### src/rtl/spi_req_arbiter_if.sv
// spi_master request bus shared by the arbiter (master side) and spi_master (slave side).
interface spi_req_arbiter_if #(
  parameter int DATA_WIDTH = 8,
  parameter int ADDR_WIDTH = 8
);
  logic                  spi_req;
  logic [DATA_WIDTH-1:0] spi_data;
  logic [ADDR_WIDTH-1:0] spi_address;
  logic                  spi_ack;

  modport master (output spi_req, spi_data, spi_address, input spi_ack);
  modport slave  (input spi_req, spi_data, spi_address, output spi_ack);
endinterface

### src/rtl/spi_req_arbiter.sv
// Round-robin arbiter sharing one spi_master request port between NUM_REQ clients,
// with a per-client lock so multi-transfer sequences run atomically.
module spi_req_arbiter #(
  parameter int NUM_REQ    = 4,
  parameter int DATA_WIDTH = 8,
  parameter int ADDR_WIDTH = 8,
  parameter int HOLD_MAX   = 16,
  localparam int ID_WIDTH  = (NUM_REQ > 1) ? $clog2(NUM_REQ) : 1
) (
  input  logic                             clk,
  input  logic                             rst,
  input  logic [NUM_REQ-1:0]               req_i,
  input  logic [NUM_REQ-1:0]               lock_i,
  input  logic [NUM_REQ*DATA_WIDTH-1:0]    data_i,
  input  logic [NUM_REQ*ADDR_WIDTH-1:0]    address_i,
  output logic [NUM_REQ-1:0]               ack_o,
  output logic [ID_WIDTH-1:0]              grant_id,
  output logic                             busy,
  spi_req_arbiter_if.master                spi
);

  localparam int HC_W = $clog2(HOLD_MAX + 1);

  typedef enum logic [1:0] {IDLE, ISSUE, WAIT_DROP, HOLD} state_t;

  state_t                state, state_nx;
  logic [ID_WIDTH-1:0]   ptr, ptr_nx, grant_nx, grant_inc;
  logic [ID_WIDTH-1:0]   winner, cand, sel_id;
  logic                  found;
  logic [HC_W-1:0]       hold_cnt, hold_nx;
  logic                  ack_d;
  logic                  req_nx;
  logic [DATA_WIDTH-1:0] data_nx;
  logic [ADDR_WIDTH-1:0] addr_nx;

  always_ff @(posedge clk) begin
    if (rst) begin
      state           <= IDLE;
      ptr             <= '0;
      grant_id        <= '0;
      hold_cnt        <= '0;
      ack_d           <= 1'b0;
      spi.spi_req     <= 1'b0;
      spi.spi_data    <= '0;
      spi.spi_address <= '0;
    end else begin
      state           <= state_nx;
      ptr             <= ptr_nx;
      grant_id        <= grant_nx;
      hold_cnt        <= hold_nx;
      ack_d           <= spi.spi_ack;
      spi.spi_req     <= req_nx;
      spi.spi_data    <= data_nx;
      spi.spi_address <= addr_nx;
    end
  end

  // First requesting client scanning ptr, ptr+1, ... modulo NUM_REQ.
  always_comb begin
    found  = 1'b0;
    winner = '0;
    cand   = '0;
    for (int unsigned i = 0; i < NUM_REQ; i++) begin
      cand = ID_WIDTH'((32'(ptr) + i) % 32'(NUM_REQ));
      if (!found && req_i[cand]) begin
        found  = 1'b1;
        winner = cand;
      end
    end
  end

  assign grant_inc = (grant_id == ID_WIDTH'(NUM_REQ - 1)) ? '0 : grant_id + 1'b1;
  assign sel_id    = (state == IDLE) ? winner : grant_id;
  assign busy      = (state != IDLE);

  always_comb begin
    state_nx = state;
    ptr_nx   = ptr;
    grant_nx = grant_id;
    hold_nx  = hold_cnt;
    req_nx   = spi.spi_req;
    data_nx  = spi.spi_data;
    addr_nx  = spi.spi_address;
    case (state)
      IDLE: begin
        if (found) begin
          grant_nx = winner;
          data_nx  = data_i[sel_id*DATA_WIDTH +: DATA_WIDTH];
          addr_nx  = address_i[sel_id*ADDR_WIDTH +: ADDR_WIDTH];
          req_nx   = 1'b1;
          state_nx = ISSUE;
        end
      end
      ISSUE: begin
        // spi_master cannot abort, so only the ack falling edge ends the transfer.
        if (ack_d && !spi.spi_ack) begin
          req_nx   = 1'b0;
          state_nx = WAIT_DROP;
        end
      end
      WAIT_DROP: begin
        if (!req_i[grant_id]) begin
          if (lock_i[grant_id]) begin
            hold_nx  = '0;
            state_nx = HOLD;
          end else begin
            ptr_nx   = grant_inc;
            state_nx = IDLE;
          end
        end
      end
      HOLD: begin
        if (req_i[grant_id]) begin
          data_nx  = data_i[sel_id*DATA_WIDTH +: DATA_WIDTH];
          addr_nx  = address_i[sel_id*ADDR_WIDTH +: ADDR_WIDTH];
          req_nx   = 1'b1;
          state_nx = ISSUE;
        end else if (!lock_i[grant_id] || hold_cnt == HC_W'(HOLD_MAX - 1)) begin
          ptr_nx   = grant_inc;
          state_nx = IDLE;
        end else begin
          hold_nx  = hold_cnt + 1'b1;
        end
      end
      default: state_nx = IDLE;
    endcase
  end

  always_comb begin
    ack_o = '0;
    if (state == ISSUE) ack_o[grant_id] = spi.spi_ack;
  end

endmodule

### src/flat_wrapper.sv
// flat-port wrapper written by rule: the top's interface ports become plain ports
module spi_req_arbiter_flat 
#(
  parameter int NUM_REQ    = 4,
  parameter int DATA_WIDTH = 8,
  parameter int ADDR_WIDTH = 8,
  parameter int HOLD_MAX   = 16,
  localparam int ID_WIDTH  = (NUM_REQ > 1) ? $clog2(NUM_REQ) : 1
)
  (clk, rst, req_i, lock_i, data_i, address_i, ack_o, grant_id, busy, spi_spi_req, spi_spi_data, spi_spi_address, spi_spi_ack);
  spi_req_arbiter_if #(.DATA_WIDTH(DATA_WIDTH), .ADDR_WIDTH(ADDR_WIDTH)) spi_i ();
  input  logic clk;
  input  logic rst;
  input  logic [NUM_REQ-1:0] req_i;
  input  logic [NUM_REQ-1:0] lock_i;
  input  logic [NUM_REQ*DATA_WIDTH-1:0] data_i;
  input  logic [NUM_REQ*ADDR_WIDTH-1:0] address_i;
  output logic [NUM_REQ-1:0] ack_o;
  output logic [ID_WIDTH-1:0] grant_id;
  output logic busy;
  output wire logic [$bits(spi_i.spi_req)-1:0] spi_spi_req;
  output wire logic [$bits(spi_i.spi_data)-1:0] spi_spi_data;
  output wire logic [$bits(spi_i.spi_address)-1:0] spi_spi_address;
  input wire logic [$bits(spi_i.spi_ack)-1:0] spi_spi_ack;
  assign spi_spi_req = spi_i.spi_req;
  assign spi_spi_data = spi_i.spi_data;
  assign spi_spi_address = spi_i.spi_address;
  assign spi_i.spi_ack = spi_spi_ack;
  spi_req_arbiter #(.NUM_REQ(NUM_REQ), .DATA_WIDTH(DATA_WIDTH), .ADDR_WIDTH(ADDR_WIDTH), .HOLD_MAX(HOLD_MAX)) u_core (.clk(clk), .rst(rst), .req_i(req_i), .lock_i(lock_i), .data_i(data_i), .address_i(address_i), .ack_o(ack_o), .grant_id(grant_id), .busy(busy), .spi(spi_i));
endmodule
### config.mk
export PLATFORM = sky130hd
export DESIGN_NAME = spi_req_arbiter_flat
export DESIGN_NICKNAME = d
export VERILOG_FILES = /design/src/rtl/spi_req_arbiter_if.sv /design/src/rtl/spi_req_arbiter.sv /design/src/flat_wrapper.sv
export SDC_FILE = /design/constraint.sdc
export NUM_CORES = 1
export LEC_CHECK = 0
export CORE_ASPECT_RATIO = 1.2
export CORE_MARGIN = 1
export CORE_UTILIZATION = 39
export CTS_CLUSTER_SIZE = 25
export DETAILED_ROUTE_END_ITERATION = 16
export PLACE_DENSITY = 0.87
export SYNTH_ARGS = -nofsm -noshare
export SYNTH_HDL_FRONTEND = slang
export SYNTH_SLANG_ARGS = --single-unit
### constraint.sdc
create_clock -name clk -period 6.7 [get_ports clk]
set_clock_uncertainty 0.15 [all_clocks]
set_input_delay 1.005 -clock clk [delete_from_list [all_inputs] [get_ports clk]]
set_output_delay 1.005 -clock clk [all_outputs]
set_load 0.1 [all_outputs]
==> run metrics, run 1 <==
status finished, final reports clean; GRT Util Overall 23.2%; initial antenna violation count 0; Max clock buf depth 2; maximum level of the CTS H-tree 2; clk slew on worst S/H paths 60 ps; Worst path top cell family by delay buffers and inverters; CTS tree done; placed cell area 0.00297 sq mm; Syn Area/Cell 9.71 sq um; worst-skew pair later-pin latency 280 ps; Crit path required time 5540 ps; crit path buf inv count 2; filler cell count 413; Post-DRT Antenna Nets 0; CTS root buf clkbuf_8; f_max 0.244 GHz; CP Cell Sequence clkdlybuf4s50_1 -> and3_1 -> and2_1 -> clkdlybuf4s50_1; first-pass GRT wire length 9.63 mm; Die Y 80.5 microns; Syn Nets 287; CP Launch Point spi_spi_ack; CP max stage delay 1120 ps; Yosys reg bits 29; number of flops mapped to enable cells by yosys 0; PortBufs 98; RSZ-0062 raised after global routing no; Worst Setup EP ack_o[2]; reg2reg start u_core.state[0]$_SDFFE_PP0P_; Die Area 0.00542 sq mm; Cell Pwr Density 229 mW/mm^2; VDD IR max 140 uV; Syn-to-layout area delta 54.5%; Synth cell types 40; Slew Limit Fails 0; Cells after Synth 206; vias in the first global route 2054; FP Rows 28; final std cells w/o fill 359; RD Place Congestion 0.789; Die W 67.4 microns; final setup fails 0; CTS resizes 0; largest net degree at the start of global routing 20; hold buffer count at cts 0; Setup TNS Final 0 ps; final hold vios 0; worst hold path class reg -> reg; Worst Path Arrival 2950 ps; CORE AREA 0.00494 sq mm; routed vias/inst 5.81; Max-Slew Margin vs Limit 17.5%; max cap viols 0; drt pass-1 iters 4; # IOs 99; n_diodes 0; mapped cell area 0.00200 sq mm; Critical Path Most Common Cell clkdlybuf4s50_1; RR Endpoint u_core.spi.spi_data[6]$_SDFFE_PP0P_; Initial Utilization 40.5%; Iter 0 DRT Violations 172; final WL 5.96 mm; Slew @ Worst Pin 1230 ps; Final Instance Area 0.00309 sq mm; flop-to-flop setup slack 3660 ps; Leak 1.17 nW; Crit Path Category in -> out; Worst Reg-to-Reg Cells 5; Post CTS Setup Buffer Count 0; Critical Path Sink Type primary output; Overflow after GRT 0; Synth warnings 0; layout cell share with drive strength beyond 1 11.0%; Critical Path Stages 4; CTS Buf Count 5; Final period util 61.2%; DR WL/cell 16.6 microns; DRC Markers 0; via count 2084; CP max FO 4; CTS sink count 29; Most used DFF post-synth dfxtp_1; most frequent cells in the layout clkdlybuf4s50_1, dfxtp_1, a211o_1, o2111a_1, a221o_1; HPWL after detailed placement 4.27 mm; commonest non-fill, non-tap cell in the layout clkdlybuf4s50_1; Nets 379; min Tclk post-route 4100 ps; share of flip-flops with an asynchronous set or reset 0%; placed insts 351; sequential area share after synthesis 29.0%; Crit-path slowest cell clkdlybuf4s50_1; CP startpoint kind input port
worst register-to-register path: stages (launching register included):
cell and delay [ps]:
dfxtp_1 470, nor2_2 250, o221a_1 700, a21o_1 630, mux2_2 430, a221o_1 310
stage by stage:
| step | total power, mW | setup WS [ps] | util (%) | hold slack, ps |
|---|---|---|---|---|
| after floorplan | 0.426 | 3400 | - | 299 |
| after global placement | 0.517 | 2600 | 60.2 | 301 |
| after detailed placement | 0.520 | 2590 | 60.2 | 303 |
| after CTS | 0.714 | 2580 | 62.6 | 318 |
| after global routing | 0.738 | 2510 | 62.6 | 336 |
| final | 0.709 | 2600 | 62.6 | 312 |
flip-flops by register name (all words and copies together) (netlist names):
register and cells:
u_core.ack_d 1, u_core.grant_id 2, u_core.hold_cnt 5, u_core.ptr 2, u_core.spi.spi_address 8, u_core.spi.spi_data 8, u_core.spi.spi_req 1, u_core.state 2
synth_stat cells, types with 2 or more instances:
master | instances | area share, %
dfxtp_1 | 29 | 29
a211o_1 | 16 | 7.0
a221o_1 | 16 | 8.0
o2111a_1 | 16 | 9.0
mux2_2 | 15 | 8.4
nor2_1 | 15 | 2.8
a21oi_1 | 12 | 3.0
nand2_1 | 8 | 1.5
clkbuf_1 | 7 | 1.3
inv_1 | 7 | 1.3
and2_1 | 6 | 1.9
ha_1 | 6 | 3.8
buf_6 | 5 | 2.8
nand2b_1 | 4 | 1.3
nor2b_1 | 4 | 1.3
o21ai_0 | 4 | 1.0
buf_2 | 3 | 0.75
mux2i_1 | 3 | 1.5
mux4_2 | 3 | 3.4
nor3_1 | 3 | 0.75
a211oi_1 | 2 | 0.75
and3_1 | 2 | 0.63
nor3b_1 | 2 | 0.75
nor4_1 | 2 | 0.63
final cells by class:
class	count	area, sq um	share of cell area (%)
clock inverter	1	30.0	0.972
tap	60	75.1	2.43
sequential	29	581	18.8
clock buffer	7	86.3	2.79
multi-input combinational	155	1300	41.9
timing repair buffer	100	996	32.2
inverter	7	26.3	0.850
kinds of logic (layout without fill, tap and decap cells):
group | after synthesis | in the layout | synth area share (%)
multiplexers | 22 | 22 | 13.9
flip-flops | 29 | 29 | 29.0
adder cells (fa/ha/maj) | 6 | 6 | 3.75
AND/OR/NAND/NOR | 52 | 52 | 14.0
buffers and inverters | 22 | 115 | 6.19
AO/OA/AOI/OAI | 75 | 75 | 33.1
power by group:
| part | total (mW) | switching [mW] | internal [mW] |
|---|---|---|---|
| clock network | 0.191 | 0.0694 | 0.121 |
| logic | 0.312 | 0.199 | 0.113 |
| registers | 0.207 | 0.0159 | 0.191 |
| total | 0.709 | 0.284 | 0.425 |
worst min path at each step:
stage / startpoint / endpoint / slack [ps] / depth (start not counted)
finish: u_core.spi.spi_req$_SDFFE_PP0P_ / u_core.spi.spi_req$_SDFFE_PP0P_ / 310 / 1
global route: u_core.spi.spi_req$_SDFFE_PP0P_ / u_core.spi.spi_req$_SDFFE_PP0P_ / 340 / 1
CTS: u_core.spi.spi_req$_SDFFE_PP0P_ / u_core.spi.spi_req$_SDFFE_PP0P_ / 320 / 1
detailed placement: u_core.spi.spi_req$_SDFFE_PP0P_ / u_core.spi.spi_req$_SDFFE_PP0P_ / 300 / 1
global placement: u_core.spi.spi_req$_SDFFE_PP0P_ / u_core.spi.spi_req$_SDFFE_PP0P_ / 300 / 1
floorplan: u_core.hold_cnt[1]$_SDFFE_PP0P_ / u_core.hold_cnt[1]$_SDFFE_PP0P_ / 300 / 2
routing by layer:
metal	global-route usage (%)	vias to the layer above	share of wire, %
met1	28.0	993	42
li1	-	996	-
met4	6.60	0	0.70
met3	8.24	7	8.2
met5	0	-	0
met2	38.1	88	49
Note: power is estimated with default switching activity, not from simulation.
==> run 2, diff against run 1 <==
--- a/config.mk
+++ b/config.mk
@@ -7,7 +7,7 @@
 export LEC_CHECK = 0
 export CORE_ASPECT_RATIO = 1.2
 export CORE_MARGIN = 1
-export CORE_UTILIZATION = 39
+export CORE_UTILIZATION = 37
 export CTS_CLUSTER_SIZE = 25
 export DETAILED_ROUTE_END_ITERATION = 16
 export PLACE_DENSITY = 0.87
==> constraint.sdc (replaced) <==
create_clock -name clk -period 3.3 [get_ports clk]
set_clock_uncertainty 0.15 [all_clocks]
set_input_delay 0.495 -clock clk [delete_from_list [all_inputs] [get_ports clk]]
set_output_delay 0.495 -clock clk [all_outputs]
set_load 0.1 [all_outputs]
==> run metrics, run 2 (synthesized netlist as in run 1, its figures left out) <==
status finished, final reports clean; final hold vios 0; first-pass GRT wire length 9.26 mm; Setup TNS Final 0 ps; clk slew on worst S/H paths 60 ps; Crit path required time 3380 ps; worst-skew pair later-pin latency 280 ps; Post CTS Setup Buffer Count 0; vias in the first global route 2010; CP Cell Sequence clkdlybuf4s50_1 -> nand2b_1 -> o221a_1 -> a21oi_1 -> o2111a_1 -> a221o_1; f_max 0.373 GHz; CTS root buf clkbuf_8; DRC Markers 0; Cell Pwr Density 467 mW/mm^2; FP Rows 28; worst hold path class reg -> reg; CP max stage delay 920 ps; flop-to-flop setup slack 740 ps; HPWL after detailed placement 4.50 mm; Post-DRT Antenna Nets 0; Critical Path Sink Type register; Leak 1.23 nW; largest net degree at the start of global routing 19; VDD IR max 272 uV; RSZ-0062 raised after global routing no; RR Endpoint u_core.spi.spi_data[5]$_SDFFE_PP0P_; WHS 325 ps; GRT Util Overall 20.6%; Worst path top cell family by delay compound AO/OA/AOI/OAI gates; Syn-to-layout area delta 53.5%; # IOs 99; Final period util 81.3%; Overflow after GRT 0; commonest non-fill, non-tap cell in the layout clkdlybuf4s50_1; Worst Path Arrival 2760 ps; Max-Slew Margin vs Limit 19.9%; layout cell share with drive strength beyond 1 20.7%; WHS Endpoint u_core.spi.spi_req$_SDFFE_PP0P_; hold buffer count at cts 0; DR WL/cell 16.4 microns; max cap viols 0; drt pass-1 iters 4; Crit-path slowest cell a21oi_1; routed vias/inst 5.72; Nets 384; Max clock buf depth 2; CTS resizes 0; n_diodes 0; Worst Reg-to-Reg Cells 6; initial antenna violation count 0; final setup fails 0; RD Place Congestion 0.825; maximum level of the CTS H-tree 2; Crit Path Category in -> reg; Die Area 0.00571 sq mm; via count 2083; CP startpoint kind input port; CTS sink count 29; Die Y 82.6 microns; Die W 69.1 microns; Slew @ Worst Pin 1200 ps; reg2reg start u_core.state[0]$_SDFFE_PP0P_; CP max FO 16; min Tclk post-route 2680 ps; Iter 0 DRT Violations 130; hold depth 1; Initial Utilization 39.4%; CTS tree done; most frequent cells in the layout clkdlybuf4s50_1, buf_4, dfxtp_1; CTS Buf Count 5; final WL 5.98 mm; Slew Limit Fails 0; HP Start u_core.spi.spi_req$_SDFFE_PP0P_; PortBufs 98; crit path buf inv count 1; Largest regs u_core.spi.spi_address (8), u_core.spi.spi_data (8), u_core.hold_cnt (5); CORE AREA 0.00508 sq mm
-- run 2: how the worst max path moves through the flow --
| stage | startpoint | slack, ps | cells after the start | end |
|---|---|---|---|---|
| after floorplan | u_core.grant_id[0]$_SDFFE_PP0P_ | 360 | 7 | u_core.spi.spi_address[4]$_SDFFE_PP0P_ |
| after CTS | req_i[3] | 630 | 6 | u_core.spi.spi_data[1]$_SDFFE_PP0P_ |
| after detailed placement | req_i[3] | 300 | 6 | u_core.spi.spi_data[0]$_SDFFE_PP0P_ |
| after global placement | req_i[3] | 380 | 6 | u_core.spi.spi_address[6]$_SDFFE_PP0P_ |
| final | req_i[3] | 620 | 6 | u_core.spi.spi_data[0]$_SDFFE_PP0P_ |
| after global routing | req_i[3] | 370 | 6 | u_core.spi.spi_address[5]$_SDFFE_PP0P_ |
-- run 2: final cells by class --
cell class | instances | area [sq um]
multi-input combinational | 155 | 1300
inverter | 7 | 26.3
clock inverter | 2 | 37.5
timing repair buffer | 105 | 973
sequential | 29 | 581
clock buffer | 6 | 82.6
fill | 446 | 2010
tap | 60 | 75.1
-- run 2: metrics by stage --
step           worst slack (ps)  total power, mW  cell area (sq um)  std cells  util [%]
4_1_cts                     627             1.44               3070        364      60.5
5_1_grt                     374             1.49               3070        364      60.5
2_1_floorplan               355            0.865               2000        206         -
3_3_place_gp                375             1.05               2950        356      58.1
6_report                    618             1.44               3070        364      60.5
3_5_place_dp                303             1.06               2950        356      58.1
-- run 2: power by group --
| part | total [mW] | internal, mW | switching, mW | leakage [nW] |
|---|---|---|---|---|
| Combinational | 0.628 | 0.224 | 0.404 | 0.938 |
| Clock | 0.386 | 0.245 | 0.141 | 0.0574 |
| Sequential | 0.421 | 0.388 | 0.0335 | 0.238 |
-- run 2: layer usage --
layer / vias up / share of wire [%] / track usage (%)
li1: 1009 / - / -
met3: 8 / 7.1 / 6.55
met2: 91 / 51 / 36.1
met5: - / 0 / 0
met4: 0 / 1.1 / 7.96
met1: 975 / 41 / 23.4
==> run 3, diff against run 2 <==
==> constraint.sdc (replaced) <==
create_clock -name clk -period 2.3 [get_ports clk]
set_clock_uncertainty 0.15 [all_clocks]
set_input_delay 0.345 -clock clk [delete_from_list [all_inputs] [get_ports clk]]
set_output_delay 0.345 -clock clk [all_outputs]
set_load 0.1 [all_outputs]
==> run metrics, run 3 (synthesized netlist as in run 1, its figures left out) <==
clk slew on worst S/H paths 60 ps; post-layout util 66.1%; RR Endpoint u_core.spi.spi_address[1]$_SDFFE_PP0P_; layout cell share with drive strength beyond 1 26.8%; initial antenna violation count 0; drt pass-1 iters 4; filler cell count 405; Critical Path Most Common Cell buf_4; Worst Setup EP u_core.spi.spi_address[1]$_SDFFE_PP0P_; Leak 1.39 nW; crit path buf inv count 3; final setup fails 0; status finished, final reports clean; CTS resizes 0; CTS sink count 29; Die Y 82.6 microns; RD Place Congestion 0.804; GRT Util Overall 22.7%; Worst Reg-to-Reg Cells 7; max cap viols 0; commonest non-fill, non-tap cell in the layout clkdlybuf4s50_1; reg2reg start u_core.ptr[1]$_SDFFE_PP0P_; CP startpoint kind input port; final hold vios 0; Crit path required time 2370 ps; first-pass GRT wire length 10.3 mm; CP Cell Sequence clkdlybuf4s50_1 -> mux2i_1 -> nor2_1 -> buf_4 -> o41ai_1 -> buf_4 -> and2_4 -> a221o_1; vias in the first global route 2290; VDD IR max 443 uV; hold buffer count at cts 0; Overflow after GRT 0; CP max FO 15; CORE AREA 0.00508 sq mm; largest net degree at the start of global routing 19; CTS tree done; CTS root buf clkbuf_8; Worst path top cell family by delay buffers and inverters; routed vias/inst 5.68; most frequent cells in the layout clkdlybuf4s50_1, buf_4, dfxtp_1; # IOs 99; via count 2185; Setup TNS Final 0 ps; n_diodes 0; flop-to-flop setup slack 180 ps; f_max 0.452 GHz; min Tclk post-route 2210 ps; Post CTS Setup Buffer Count 0; Cell Pwr Density 638 mW/mm^2; Critical Path Sink Type register; Syn-to-layout area delta 67.9%; worst-skew pair later-pin latency 280 ps; PortBufs 98; worst hold path class reg -> reg; HPWL after detailed placement 4.88 mm; final WL 6.37 mm; DR WL/cell 16.5 microns; Post-DRT Antenna Nets 0; Max clock buf depth 2; CP Launch Point req_i[2]; Crit-path slowest cell clkdlybuf4s50_1; Worst Path Arrival 2280 ps; Critical Path Stages 8; FP Rows 28; Die W 69.1 microns; Initial Utilization 39.4%; Die Area 0.00571 sq mm; CTS Buf Count 5; Final period util 96.1%; Slew @ Worst Pin 381 ps; Max-Slew Margin vs Limit 74.3%; Largest regs u_core.spi.spi_address (8), u_core.spi.spi_data (8), u_core.hold_cnt (5); Nets 405; CP max stage delay 490 ps; Crit Path Category in -> reg; maximum level of the CTS H-tree 2; Slew Limit Fails 0; Iter 0 DRT Violations 97; DRC Markers 0
run 3: cell types whose count changed in the layout (fill, tap and decap cells not counted), sizes merged:
cell / delta
dlymetal6s2s: +3
buf: +21
inv: -1
clkbuf: +1
clkdlybuf4s50: -3
run 3: report_power, final:
part | leakage (nW) | switching, mW | total, mW | internal [mW]
logic | 1.10 | 0.612 | 0.996 | 0.384
clock network | 0.0585 | 0.199 | 0.552 | 0.353
registers | 0.240 | 0.0389 | 0.595 | 0.556
total | 1.39 | 0.850 | 2.14 | 1.29
run 3: how the worst min path moves through the flow:
stage / start / endpoint / slack [ps] / cells after the start
after global placement: u_core.spi.spi_req$_SDFFE_PP0P_ / u_core.spi.spi_req$_SDFFE_PP0P_ / 300 / 1
final: u_core.spi.spi_req$_SDFFE_PP0P_ / u_core.spi.spi_req$_SDFFE_PP0P_ / 320 / 1
after CTS: u_core.spi.spi_req$_SDFFE_PP0P_ / u_core.spi.spi_req$_SDFFE_PP0P_ / 330 / 1
after detailed placement: u_core.spi.spi_req$_SDFFE_PP0P_ / u_core.spi.spi_req$_SDFFE_PP0P_ / 310 / 1
after global routing: u_core.spi.spi_req$_SDFFE_PP0P_ / u_core.spi.spi_req$_SDFFE_PP0P_ / 340 / 1
after floorplan: rst / u_core.ack_d$_SDFF_PP0_ / 270 / 1
run 3: layer usage:
metal | share of wire (%) | track usage (%)
met1 | 39 | 23.8
met2 | 52 | 42.3
met3 | 7.1 | 6.80
met4 | 1.5 | 10.2
met5 | 0 | 0
run 3: layout make-up:
class,instances,area (sq um),area share [%]
timing repair buffer,126,1230,36.7
multi-input combinational,155,1320,39.2
clock buffer,7,86.3,2.57
clock inverter,1,30.0,0.894
inverter,7,30.0,0.894
sequential,29,588,17.5
tap,60,75.1,2.23
run 3: stage by stage:
step           hold slack, ps  area [sq um]  setup WS (ps)  instances  power [mW]
4_1_cts                   328          3330           57.7        385        2.14
2_1_floorplan             267          2030          -91.6        206        1.25
3_3_place_gp              301          3210           -209        377        1.58
5_1_grt                   345          3360          -18.4        385        2.23
3_5_place_dp              313          3210           -236        377        1.59
6_report                  319          3360           89.6        385        2.14
run 3: worst register-to-register path, stage by stage, from the launching register on:
cell     delay, ps
dfxtp_1        430
mux2i_1        220
nor2_1          90
buf_4          140
o41ai_1        420
buf_4          190
and2_4         250
a221o_1        180
